<file path="src/rtl/bp_fe_queue_enqueuer_if.sv">
// FE->BE queue enqueuer handshake bundle: fetch and exception inputs, flush, queue output, stall count.
// Exception codes: 0 instr_access_fault, 1 misaligned, 2 page_fault, 3 itlb_miss, 4 icache_miss.
interface bp_fe_queue_enqueuer_if #(
  parameter int unsigned vaddr_width_p               = 39,
  parameter int unsigned branch_metadata_fwd_width_p = 36
);
  localparam int unsigned fe_queue_width_lp = 1 + vaddr_width_p + 32 + branch_metadata_fwd_width_p;

  logic                                   flush_i;
  logic                                   fetch_v_i;
  logic [vaddr_width_p-1:0]               fetch_pc_i;
  logic [31:0]                            fetch_instr_i;
  logic [branch_metadata_fwd_width_p-1:0] fetch_meta_i;
  logic                                   fetch_yumi_o;
  logic                                   exc_v_i;
  logic [vaddr_width_p-1:0]               exc_vaddr_i;
  logic [2:0]                             exc_code_i;
  logic                                   exc_yumi_o;
  logic [fe_queue_width_lp-1:0]           fe_queue_o;
  logic                                   fe_queue_v_o;
  logic                                   fe_queue_ready_i;
  logic [31:0]                            stall_cnt_o;

  modport master (
    input  flush_i, fetch_v_i, fetch_pc_i, fetch_instr_i, fetch_meta_i,
    input  exc_v_i, exc_vaddr_i, exc_code_i, fe_queue_ready_i,
    output fetch_yumi_o, exc_yumi_o, fe_queue_o, fe_queue_v_o, stall_cnt_o
  );

  modport slave (
    output flush_i, fetch_v_i, fetch_pc_i, fetch_instr_i, fetch_meta_i,
    output exc_v_i, exc_vaddr_i, exc_code_i, fe_queue_ready_i,
    input  fetch_yumi_o, exc_yumi_o, fe_queue_o, fe_queue_v_o, stall_cnt_o
  );
endinterface

</file>
<file path="src/rtl/bp_fe_queue_enqueuer.sv">
// FE->BE queue transmitter: els_p-entry circular buffer plus RUN/HOLD gate after exceptions.
// Optional backpressure counter enabled by BP_FE_QUEUE_STALL_CNT_EN.
module bp_fe_queue_enqueuer #(
  parameter int unsigned vaddr_width_p               = 39,
  parameter int unsigned branch_metadata_fwd_width_p = 36,
  parameter int unsigned els_p                       = 2
) (
  input logic                     clk_i,
  input logic                     reset_n_i,
  bp_fe_queue_enqueuer_if.master  fe
);
  localparam int unsigned payload_w_lp = vaddr_width_p + 32 + branch_metadata_fwd_width_p;
  localparam int unsigned msg_w_lp     = 1 + payload_w_lp;
  localparam int unsigned pad_w_lp     = payload_w_lp - vaddr_width_p - 3;
  localparam int unsigned ptr_w_lp     = $clog2(els_p);
  localparam int unsigned cnt_w_lp     = ptr_w_lp + 1;
  localparam logic [cnt_w_lp-1:0] els_lp = cnt_w_lp'(els_p);

  typedef enum logic {e_fe_fetch = 1'b0, e_fe_exception = 1'b1} msg_type_e;
  typedef enum logic {RUN, HOLD} state_e;

  state_e                state, state_n;
  logic [ptr_w_lp-1:0]   rd_ptr, wr_ptr;
  logic [cnt_w_lp-1:0]   count;
  logic [msg_w_lp-1:0]   mem [els_p];
  logic [msg_w_lp-1:0]   msg;
  logic                  valid, deq, space, enq;
  logic                  exc_yumi, fetch_yumi;

  assign valid = (count != '0) & ~fe.flush_i;
  assign deq   = valid & fe.fe_queue_ready_i;
  assign space = (count < els_lp) | deq;
  assign enq   = exc_yumi | fetch_yumi;

  // Exception payload sits in the low bits; the remaining union bits are zero.
  always_comb begin
    msg = '0;
    if (fe.exc_v_i) begin
      msg = {e_fe_exception, {pad_w_lp{1'b0}}, fe.exc_vaddr_i, fe.exc_code_i};
    end else begin
      msg = {e_fe_fetch, fe.fetch_pc_i, fe.fetch_instr_i, fe.fetch_meta_i};
    end
  end

  always_ff @(posedge clk_i or negedge reset_n_i) begin
    if (!reset_n_i) state <= RUN;
    else            state <= state_n;
  end

  // Yumis are gated by reset so nothing is consumed while the block is held in reset.
  always_comb begin
    state_n    = state;
    exc_yumi   = 1'b0;
    fetch_yumi = 1'b0;
    if ((state == RUN) && reset_n_i && space && !fe.flush_i) begin
      exc_yumi   = fe.exc_v_i;
      fetch_yumi = fe.fetch_v_i & ~fe.exc_v_i;
    end
    if (fe.flush_i)    state_n = RUN;
    else if (exc_yumi) state_n = HOLD;
  end

  always_ff @(posedge clk_i or negedge reset_n_i) begin
    if (!reset_n_i) begin
      rd_ptr <= '0;
      wr_ptr <= '0;
      count  <= '0;
      for (int unsigned i = 0; i < els_p; i++) mem[i] <= '0;
    end else if (fe.flush_i) begin
      rd_ptr <= '0;
      wr_ptr <= '0;
      count  <= '0;
    end else begin
      if (enq) begin
        mem[wr_ptr] <= msg;
        wr_ptr      <= wr_ptr + ptr_w_lp'(1);
      end
      if (deq) rd_ptr <= rd_ptr + ptr_w_lp'(1);
      count <= count + cnt_w_lp'(enq) - cnt_w_lp'(deq);
    end
  end

  assign fe.fe_queue_o   = mem[rd_ptr];
  assign fe.fe_queue_v_o = valid;
  assign fe.exc_yumi_o   = exc_yumi;
  assign fe.fetch_yumi_o = fetch_yumi;

`ifdef BP_FE_QUEUE_STALL_CNT_EN
  logic [31:0] stall_cnt;

  // Survives flush; only reset clears it.
  always_ff @(posedge clk_i or negedge reset_n_i) begin
    if (!reset_n_i) begin
      stall_cnt <= '0;
    end else if (valid && !fe.fe_queue_ready_i && (stall_cnt != '1)) begin
      stall_cnt <= stall_cnt + 32'd1;
    end
  end

  assign fe.stall_cnt_o = stall_cnt;
`else
  assign fe.stall_cnt_o = '0;
`endif
endmodule

</file>
<file path="src/flat_wrapper.sv">
// flat-port wrapper written by rule: the top's interface ports become plain ports
module bp_fe_queue_enqueuer_flat 
#(
  parameter int unsigned vaddr_width_p               = 39,
  parameter int unsigned branch_metadata_fwd_width_p = 36,
  parameter int unsigned els_p                       = 2
)
  (clk_i, reset_n_i, fe_flush_i, fe_fetch_v_i, fe_fetch_pc_i, fe_fetch_instr_i, fe_fetch_meta_i, fe_exc_v_i, fe_exc_vaddr_i, fe_exc_code_i, fe_fe_queue_ready_i, fe_fetch_yumi_o, fe_exc_yumi_o, fe_fe_queue_o, fe_fe_queue_v_o, fe_stall_cnt_o);
  bp_fe_queue_enqueuer_if #(.vaddr_width_p(vaddr_width_p), .branch_metadata_fwd_width_p(branch_metadata_fwd_width_p)) fe_i ();
  input logic clk_i;
  input logic reset_n_i;
  input wire logic [$bits(fe_i.flush_i)-1:0] fe_flush_i;
  input wire logic [$bits(fe_i.fetch_v_i)-1:0] fe_fetch_v_i;
  input wire logic [$bits(fe_i.fetch_pc_i)-1:0] fe_fetch_pc_i;
  input wire logic [$bits(fe_i.fetch_instr_i)-1:0] fe_fetch_instr_i;
  input wire logic [$bits(fe_i.fetch_meta_i)-1:0] fe_fetch_meta_i;
  input wire logic [$bits(fe_i.exc_v_i)-1:0] fe_exc_v_i;
  input wire logic [$bits(fe_i.exc_vaddr_i)-1:0] fe_exc_vaddr_i;
  input wire logic [$bits(fe_i.exc_code_i)-1:0] fe_exc_code_i;
  input wire logic [$bits(fe_i.fe_queue_ready_i)-1:0] fe_fe_queue_ready_i;
  output wire logic [$bits(fe_i.fetch_yumi_o)-1:0] fe_fetch_yumi_o;
  output wire logic [$bits(fe_i.exc_yumi_o)-1:0] fe_exc_yumi_o;
  output wire logic [$bits(fe_i.fe_queue_o)-1:0] fe_fe_queue_o;
  output wire logic [$bits(fe_i.fe_queue_v_o)-1:0] fe_fe_queue_v_o;
  output wire logic [$bits(fe_i.stall_cnt_o)-1:0] fe_stall_cnt_o;
  assign fe_i.flush_i = fe_flush_i;
  assign fe_i.fetch_v_i = fe_fetch_v_i;
  assign fe_i.fetch_pc_i = fe_fetch_pc_i;
  assign fe_i.fetch_instr_i = fe_fetch_instr_i;
  assign fe_i.fetch_meta_i = fe_fetch_meta_i;
  assign fe_i.exc_v_i = fe_exc_v_i;
  assign fe_i.exc_vaddr_i = fe_exc_vaddr_i;
  assign fe_i.exc_code_i = fe_exc_code_i;
  assign fe_i.fe_queue_ready_i = fe_fe_queue_ready_i;
  assign fe_fetch_yumi_o = fe_i.fetch_yumi_o;
  assign fe_exc_yumi_o = fe_i.exc_yumi_o;
  assign fe_fe_queue_o = fe_i.fe_queue_o;
  assign fe_fe_queue_v_o = fe_i.fe_queue_v_o;
  assign fe_stall_cnt_o = fe_i.stall_cnt_o;
  bp_fe_queue_enqueuer #(.vaddr_width_p(vaddr_width_p), .branch_metadata_fwd_width_p(branch_metadata_fwd_width_p), .els_p(els_p)) u_core (.clk_i(clk_i), .reset_n_i(reset_n_i), .fe(fe_i));
endmodule
</file>
<file path="config.mk">
export PLATFORM = sky130hd
export DESIGN_NAME = bp_fe_queue_enqueuer_flat
export DESIGN_NICKNAME = d
export VERILOG_FILES = /design/src/rtl/bp_fe_queue_enqueuer_if.sv /design/src/rtl/bp_fe_queue_enqueuer.sv /design/src/flat_wrapper.sv
export SDC_FILE = /design/constraint.sdc
export NUM_CORES = 1
export LEC_CHECK = 0
export CAP_MARGIN = 10
export CORE_ASPECT_RATIO = 0.9
export CORE_MARGIN = 2
export CORE_UTILIZATION = 49
export DETAILED_ROUTE_END_ITERATION = 8
export GPL_TIMING_DRIVEN = 0
export PLACE_DENSITY = 0.81
export SYNTH_ARGS = -nofsm -noshare
export SYNTH_HDL_FRONTEND = slang
export SYNTH_SLANG_ARGS = --single-unit
</file>
<file path="constraint.sdc">
create_clock -name clk_i -period 2.2 [get_ports clk_i]
set_input_delay 0.55 -clock clk_i [delete_from_list [all_inputs] [get_ports clk_i]]
set_output_delay 0.55 -clock clk_i [all_outputs]
set_load 0.1 [all_outputs]
</file>
==> results of run 1 <==
power by group through the flow:
| stage | Combinational (mW) | Clock (mW) | Sequential [mW] |
|---|---|---|---|
| floorplan | 8.06 | 0 | 5.84 |
| global placement | 9.82 | 0 | 5.99 |
| CTS | 10.4 | 4.09 | 6.01 |
| detailed placement | 9.90 | 0 | 6.06 |
| global route | 11.4 | 4.29 | 6.20 |
| finish | 11.0 | 4.00 | 6.05 |
registers in the layout (all words and copies together), names as in the netlist:
register,count
u_core.mem,216
u_core.count,2
u_core.rd_ptr,1
u_core.state,1
u_core.wr_ptr,1
metrics by stage:
step | total power, mW | hold slack [ps] | TNS (ps) | cells
floorplan | 13.9 | 254 | -92.5 | 791
global placement | 15.8 | 467 | -3944980 | 1347
detailed placement | 16.0 | 475 | -275580 | 1348
CTS | 20.4 | 30.1 | -20390 | 1394
global route | 21.9 | 38.0 | -22620 | 1397
finish | 21.1 | 44.1 | -16850 | 1397
per-layer routing:
metal | up-vias | global-route usage (%) | share of wire [%]
li1 | 3280 | - | -
met1 | 3515 | 28.7 | 43
met2 | 233 | 35.9 | 48
met3 | 42 | 6.52 | 7.4
met4 | 0 | 4.82 | 2.1
met5 | - | 0 | 0
how the worst max path moves through the flow:
stage / startpoint / end / slack [ps] / cells after the start
after floorplan: fe_flush_i / fe_fetch_yumi_o / -90 / 3
after global placement: reset_n_i / fe_exc_yumi_o / -9290 / 5
after detailed placement: fe_exc_v_i / fe_exc_yumi_o / -1850 / 6
after CTS: u_core.rd_ptr$_DFFE_PN0P_ / fe_fe_queue_o[23] / -230 / 4
after global routing: u_core.rd_ptr$_DFFE_PN0P_ / fe_fe_queue_o[37] / -250 / 4
final: u_core.rd_ptr$_DFFE_PN0P_ / fe_fe_queue_o[22] / -200 / 4
layout make-up:
| type | count | area, µm² | share of cell area (%) |
|---|---|---|---|
| flip-flops and latches | 221 | 5530 | 35.1 |
| well taps | 291 | 364 | 2.31 |
| repair buffers | 274 | 3250 | 20.7 |
| plain buffers | 78 | 726 | 4.61 |
| clock buffers | 36 | 737 | 4.68 |
| multi-input cells | 487 | 5060 | 32.1 |
| inverters | 4 | 18.8 | 0.119 |
| clock inverters | 6 | 58.8 | 0.373 |
kinds of logic after synthesis:
group,Yosys count
compound gates,5
xor+xnor,2
fa+ha+maj,2
buf+inv,83
flops,221
mux,365
other cells,1
simple gates,81
layout by cell type (no fill, tap or decap), drive strengths merged, types with 2 or more instances in the layout:
cell	Yosys	routed
mux2	364	364
clkinv	0	4
ha	2	2
clkdlybuf4s50	0	150
nor2	2	2
dlygate4sd2	0	3
nand2b	3	3
dfrtp	221	221
nand4	2	2
nor2b	66	66
conb	1	32
inv	4	4
clkbuf	22	48
nand3	2	2
buf	57	186
repair_timing:
item | CTS | global route
cloned | 1 | 2
hold buffers | 1 | 0
endpoints found under the setup margin | 325 | 114
setup buffers | 2 | 2
pin swaps | 1 | 4
endpoints found under the hold margin | 53 | 0
gates resized for setup | 824 | 129
==> results.py, run 1 <==
metrics = {
    "drt": {
        "first_pass_iters": 4,
        "vias": 7070,
        "post_drt_wl_per_cell_um": 18.7,
        "drc": 0,
        "drtIter0Drc": 264,
        "via_per_inst": 5.06,
        "wirelength_um": 26200,
        "ant_nets": 0,
    },
    "die": {
        "fp.dieArea_um2": 23400,
        "initial_core_util_pct": 50.0,
        "core_um2": 21700,
        "ios": 298,
        "rows": 51,
        "die_x_um": 161,
        "die_y_um": 145,
    },
    "yosys": {
        "synth_top_family_by_area": "multiplexers",
        "muxShareOfSynthArea_pct": 38.5,
        "yosys.area.top_type": "dfrtp_1",
        "synth-xor-area-share_pct": 0.161,
        "ys_types": 32,
        "ys_ff_latch": 221,
        "synth_warnings": 0,
        "synth_compound_area_share_pct": 0.369,
        "synthArstFlopShare_pct": 100,
        "syn_inst": 760,
        "syn_area_um2": 10900,
        "synth_seq_area_share_pct": 51.0,
        "netlist_top_cells_count": "mux2_2, dfrtp_1, nor2b_1",
        "synth_fa_ha_area_share_pct": 0.231,
        "synth.top_cells.by_area": "dfrtp_1, mux2_2, nor2b_1, mux2_1, buf_4",
        "yosysTopAreaCellShare_pct": 51.0,
        "syn_area_per_cell_um2": 14.3,
        "yosys.area_share.simple_pct": 4.83,
        "yosysMostFrequentCell": "mux2_2",
        "synth-edff-count": 0,
        "synthFlopType": "dfrtp_1",
    },
    "setup_path": {
        "path_max_fanout": 10,
        "reg2regPathDepth": 8,
        "start_kind": "flop",
        "crit_path_end_kind": "output pin",
        "cp_cell_sequence": "clkbuf_16 > buf_12 > mux2_2 > buf_6",
        "required_ps": 1650,
        "worstSetupPathType": "flop to output pin",
        "cp_top_family": "buffers and inverters",
        "rr_endpoint": "u_core.mem[197]$_DFFE_PN0P_",
        "reg2reg_from": "u_core.state$_DFFE_PN0P_",
        "r2r_setup_slack_ps": 70,
        "max_stage_delay_ps": 440,
        "crit_slowest_cell": "dfrtp_2",
        "critPathBufInv": 3,
        "cp.arrival_ps": 1850,
    },
    "pwr": {
        "pwr-share-clk_pct": 19.0,
        "ir_drop_mv": 0.803,
        "p_leak_nw": 7.17,
        "p_comb_share_pct": 52.3,
        "p_sw_share_pct": 44.1,
        "seq_power_share_pct": 28.7,
        "switching_power_mw": 9.28,
        "powerDensity_nw_per_um2": 1340,
        "intPower_mw": 11.8,
    },
    "placement": {
        "port_buffers": 265,
        "pre_cts_slack_ps": -1850,
        "placed_cell_area_um2": 14000,
        "gp_congestion": 0.733,
        "dp_hpwl_um": 17600,
    },
    "grt": {
        "gr-total-overflow": 0,
        "grt_pass1_wl_um": 40900,
        "antenna_found_initial": 0,
        "groute.usage.overall_pct": 21.8,
        "grt_pass1_vias": 7519,
        "grt_max_degree": 114,
    },
    "timing": {
        "worst_slack_ps": -200,
        "fmax_ghz": 0.417,
        "slew_headroom_pct": 55.9,
        "hold_viol": 0,
        "final_max_slew_viol_count": 0,
        "min_period_over_period_pct": 109,
        "worst_slew_pin_slew_ps": 662,
        "fin_crit_ps": 2400,
        "clock-skew-final_ps": 7.26,
        "setup_viol": 109,
        "rsz0062_at_grt": "true",
    },
    "cts": {
        "clkSlewWorstSetupHoldPaths_ps": 60,
        "clk_path_buf_depth": 3,
        "cts_htree_levels": 1,
        "insertion_delay_ps": 510,
        "cts_tree": "built",
        "cts_root_buf": "clkbuf_16",
        "numCtsBuffers": 24,
        "cts_sinks": 221,
    },
    "run": {
        "cap_violations": 0,
    },
    "outcome": {
        "violations": "setup timing",
        "status": "finished, violations left",
    },
    "layout": {
        "layout.nets": 1247,
        "fillCellCount": 1452,
        "area_growth_pct": 45.1,
        "post_route_cells_drive_above_1_share_pct": 51.7,
        "final_core_util_pct": 72.6,
        "stdcell_area_um2": 15800,
        "n_antenna_cell": 0,
    },
    "min_path": {
        "hold_class": "primary input to async pin",
    },
}
Power figures use the tool's default switching activity.
==> inputs of run 2 (changes only) <==
--- a/config.mk
+++ b/config.mk
@@ -12,6 +12,7 @@
 export DETAILED_ROUTE_END_ITERATION = 8
 export GPL_TIMING_DRIVEN = 0
 export PLACE_DENSITY = 0.81
+export SLEW_MARGIN = 20
 export SYNTH_ARGS = -nofsm -noshare
 export SYNTH_HDL_FRONTEND = slang
 export SYNTH_SLANG_ARGS = --single-unit
==> results.py, run 2 (synthesis gave the netlist of run 1 again) <==
metrics = {
    "outcome": {
        "status": "finished, violations left",
        "violations": "setup timing",
    },
    "timing": {
        "hold_viol": 0,
        "worst_slew_pin_slew_ps": 774,
        "hold_slack_ps": 75.3,
        "clock-skew-final_ps": 9.73,
        "final_max_slew_viol_count": 0,
        "setup_viol": 110,
        "rsz0062_at_grt": "true",
        "fin_crit_ps": 2410,
        "fmax_ghz": 0.414,
        "setup_tns_ps": -19040,
        "min_period_over_period_pct": 110,
        "slew_headroom_pct": 48.2,
        "worst_slack_ps": -215,
    },
    "cts": {
        "cts_htree_levels": 1,
        "cts_tree": "built",
        "numCtsBuffers": 25,
        "cts_sinks": 221,
        "clkSlewWorstSetupHoldPaths_ps": 60,
        "cts_root_buf": "clkbuf_16",
        "insertion_delay_ps": 510,
        "clk_path_buf_depth": 3,
    },
    "layout": {
        "mostFrequentLayoutCell": "mux2_2",
        "area_growth_pct": 49.4,
        "most-common-layout-cells": "mux2_2, dfrtp_1, clkdlybuf4s50_1",
        "largest_reg_flops": 216,
        "post_route_cells_drive_above_1_share_pct": 51.7,
        "multi_input_area_um2": 5110,
        "fillCellCount": 1358,
        "layout.nets": 1255,
        "top_register": "u_core.mem",
        "seqCellArea_um2": 5530,
        "top_regs": "u_core.mem x216, u_core.count x2",
        "layoutNonFillerInstCount": 1409,
    },
    "pwr": {
        "intPower_mw": 12.4,
        "p_comb_share_pct": 52.7,
        "p_leak_nw": 7.39,
        "seq_power_share_pct": 27.8,
        "pwr-share-clk_pct": 19.5,
        "ir_drop_mv": 0.881,
        "switching_power_mw": 9.49,
        "powerDensity_nw_per_um2": 1350,
        "p_sw_share_pct": 43.4,
    },
    "drt": {
        "first_pass_iters": 5,
        "wl_met2_um": 13300,
        "ant_nets": 0,
        "drtIter0Drc": 303,
        "wirelength_um": 27200,
        "dr_wl_met3_um": 2030,
        "post_drt_wl_per_cell_um": 19.3,
        "vias": 7159,
        "top_layer": "met4",
        "via_per_inst": 5.08,
        "drc": 0,
        "wl_met1_um": 11200,
    },
    "setup_path": {
        "path_max_fanout": 10,
        "crit_path_end_kind": "output pin",
        "worstSetupPathType": "flop to output pin",
        "start_kind": "flop",
        "required_ps": 1650,
        "cp.arrival_ps": 1860,
    },
    "grt": {
        "grt_pass1_wl_um": 41800,
        "antenna_found_initial": 0,
        "grt_max_degree": 95,
        "groute.usage.overall_pct": 22.4,
        "grt_pass1_vias": 7671,
        "gr-total-overflow": 0,
    },
    "placement": {
        "dp_cells": 1349,
        "dp_hpwl_um": 17700,
        "gp_congestion": 0.733,
        "pre_cts_slack_ps": -1860,
        "port_buffers": 265,
    },
    "run": {
        "cap_violations": 0,
    },
    "min_path": {
        "hold_class": "primary input to async pin",
    },
    "die": {
        "initial_core_util_pct": 50.0,
        "core_um2": 21700,
        "rows": 51,
        "ios": 298,
        "fp.dieArea_um2": 23400,
        "die_y_um": 145,
        "die_x_um": 161,
    },
}
run 2: changes by cell type in the layout (fill, tap and decap cells not counted), moves of 3 or more:
| cell | before | now |
|---|---|---|
| buf_12 | 44 | 66 |
| mux2_4 | 51 | 65 |
| buf_4 | 49 | 45 |
| buf_8 | 9 | 6 |
| bufbuf_16 | 1 | 4 |
| buf_6 | 72 | 57 |
| dlygate4sd3_1 | 0 | 3 |
| mux2_2 | 283 | 269 |
run 2: timing repair:
action                     CTS  global route
gates resized for setup    827           187
buffers inserted             2             1
hold endpoints to repair    29             0
cloned                       4             3
setup endpoints to repair  325           117
hold buffers                 3             0
pin swaps                    1             4
run 2: final timing paths:
check | slack, ps | cells past startpoint | startpoint | endpoint
worst min register to register | 490 | 1 | u_core.mem[215]$_DFFE_PN0P_ | u_core.mem[215]$_DFFE_PN0P_
worst max register to register | 110 | 7 | u_core.state$_DFFE_PN0P_ | u_core.mem[201]$_DFFE_PN0P_
max in group asynchronous | 940 | 2 | reset_n_i | u_core.mem[123]$_DFFE_PN0P_
worst max-delay path | -210 | 4 | u_core.rd_ptr$_DFFE_PN0P_ | fe_fe_queue_o[51]
worst min-delay path | 80 | 2 | reset_n_i | u_core.mem[17]$_DFFE_PN0P_
min in group clk_i | 490 | 1 | u_core.mem[215]$_DFFE_PN0P_ | u_core.mem[215]$_DFFE_PN0P_
run 2: power by group through the flow:
stage               Sequential (mW)  Combinational [mW]  Clock, mW
floorplan                      5.84                8.06          0
global placement               5.99                9.82          0
detailed placement             6.06                9.91          0
CTS                            6.01                10.4       4.34
global route                   6.23                11.9       4.54
finish                         6.07                11.5       4.27
run 2: layout make-up:
class | count | area share, %
clock buffer | 36 | 4.42
sequential | 221 | 34.1
multi-input combinational | 487 | 31.5
timing repair buffer | 280 | 22.1
inverter | 4 | 0.116
tap | 291 | 2.25
buffer | 79 | 4.62
clock inverter | 10 | 0.834
antenna | 1 | 0.0154
run 2: per-stage QoR:
| step | power (mW) | cell area, µm² | utilization (%) |
|---|---|---|---|
| after floorplan | 13.9 | 11000 | - |
| after global placement | 15.8 | 14000 | 64.5 |
| after detailed placement | 16.0 | 14100 | 64.8 |
| after CTS | 20.8 | 15400 | 71.0 |
| after global routing | 22.7 | 16200 | 74.7 |
| final | 21.9 | 16200 | 74.7 |
run 2: routing by layer:
metal | up-vias | GRT usage [%]
met5 | - | 0
met4 | 0 | 5.85
met3 | 47 | 6.38
met2 | 244 | 36.8
met1 | 3569 | 29.4
li1 | 3299 | -
run 2: worst max-delay path, cell delays in order (launching register included):
cell,delay [ps]
dfrtp_2,440
clkbuf_16,210
buf_12,150
mux2_2,350
buf_6,190
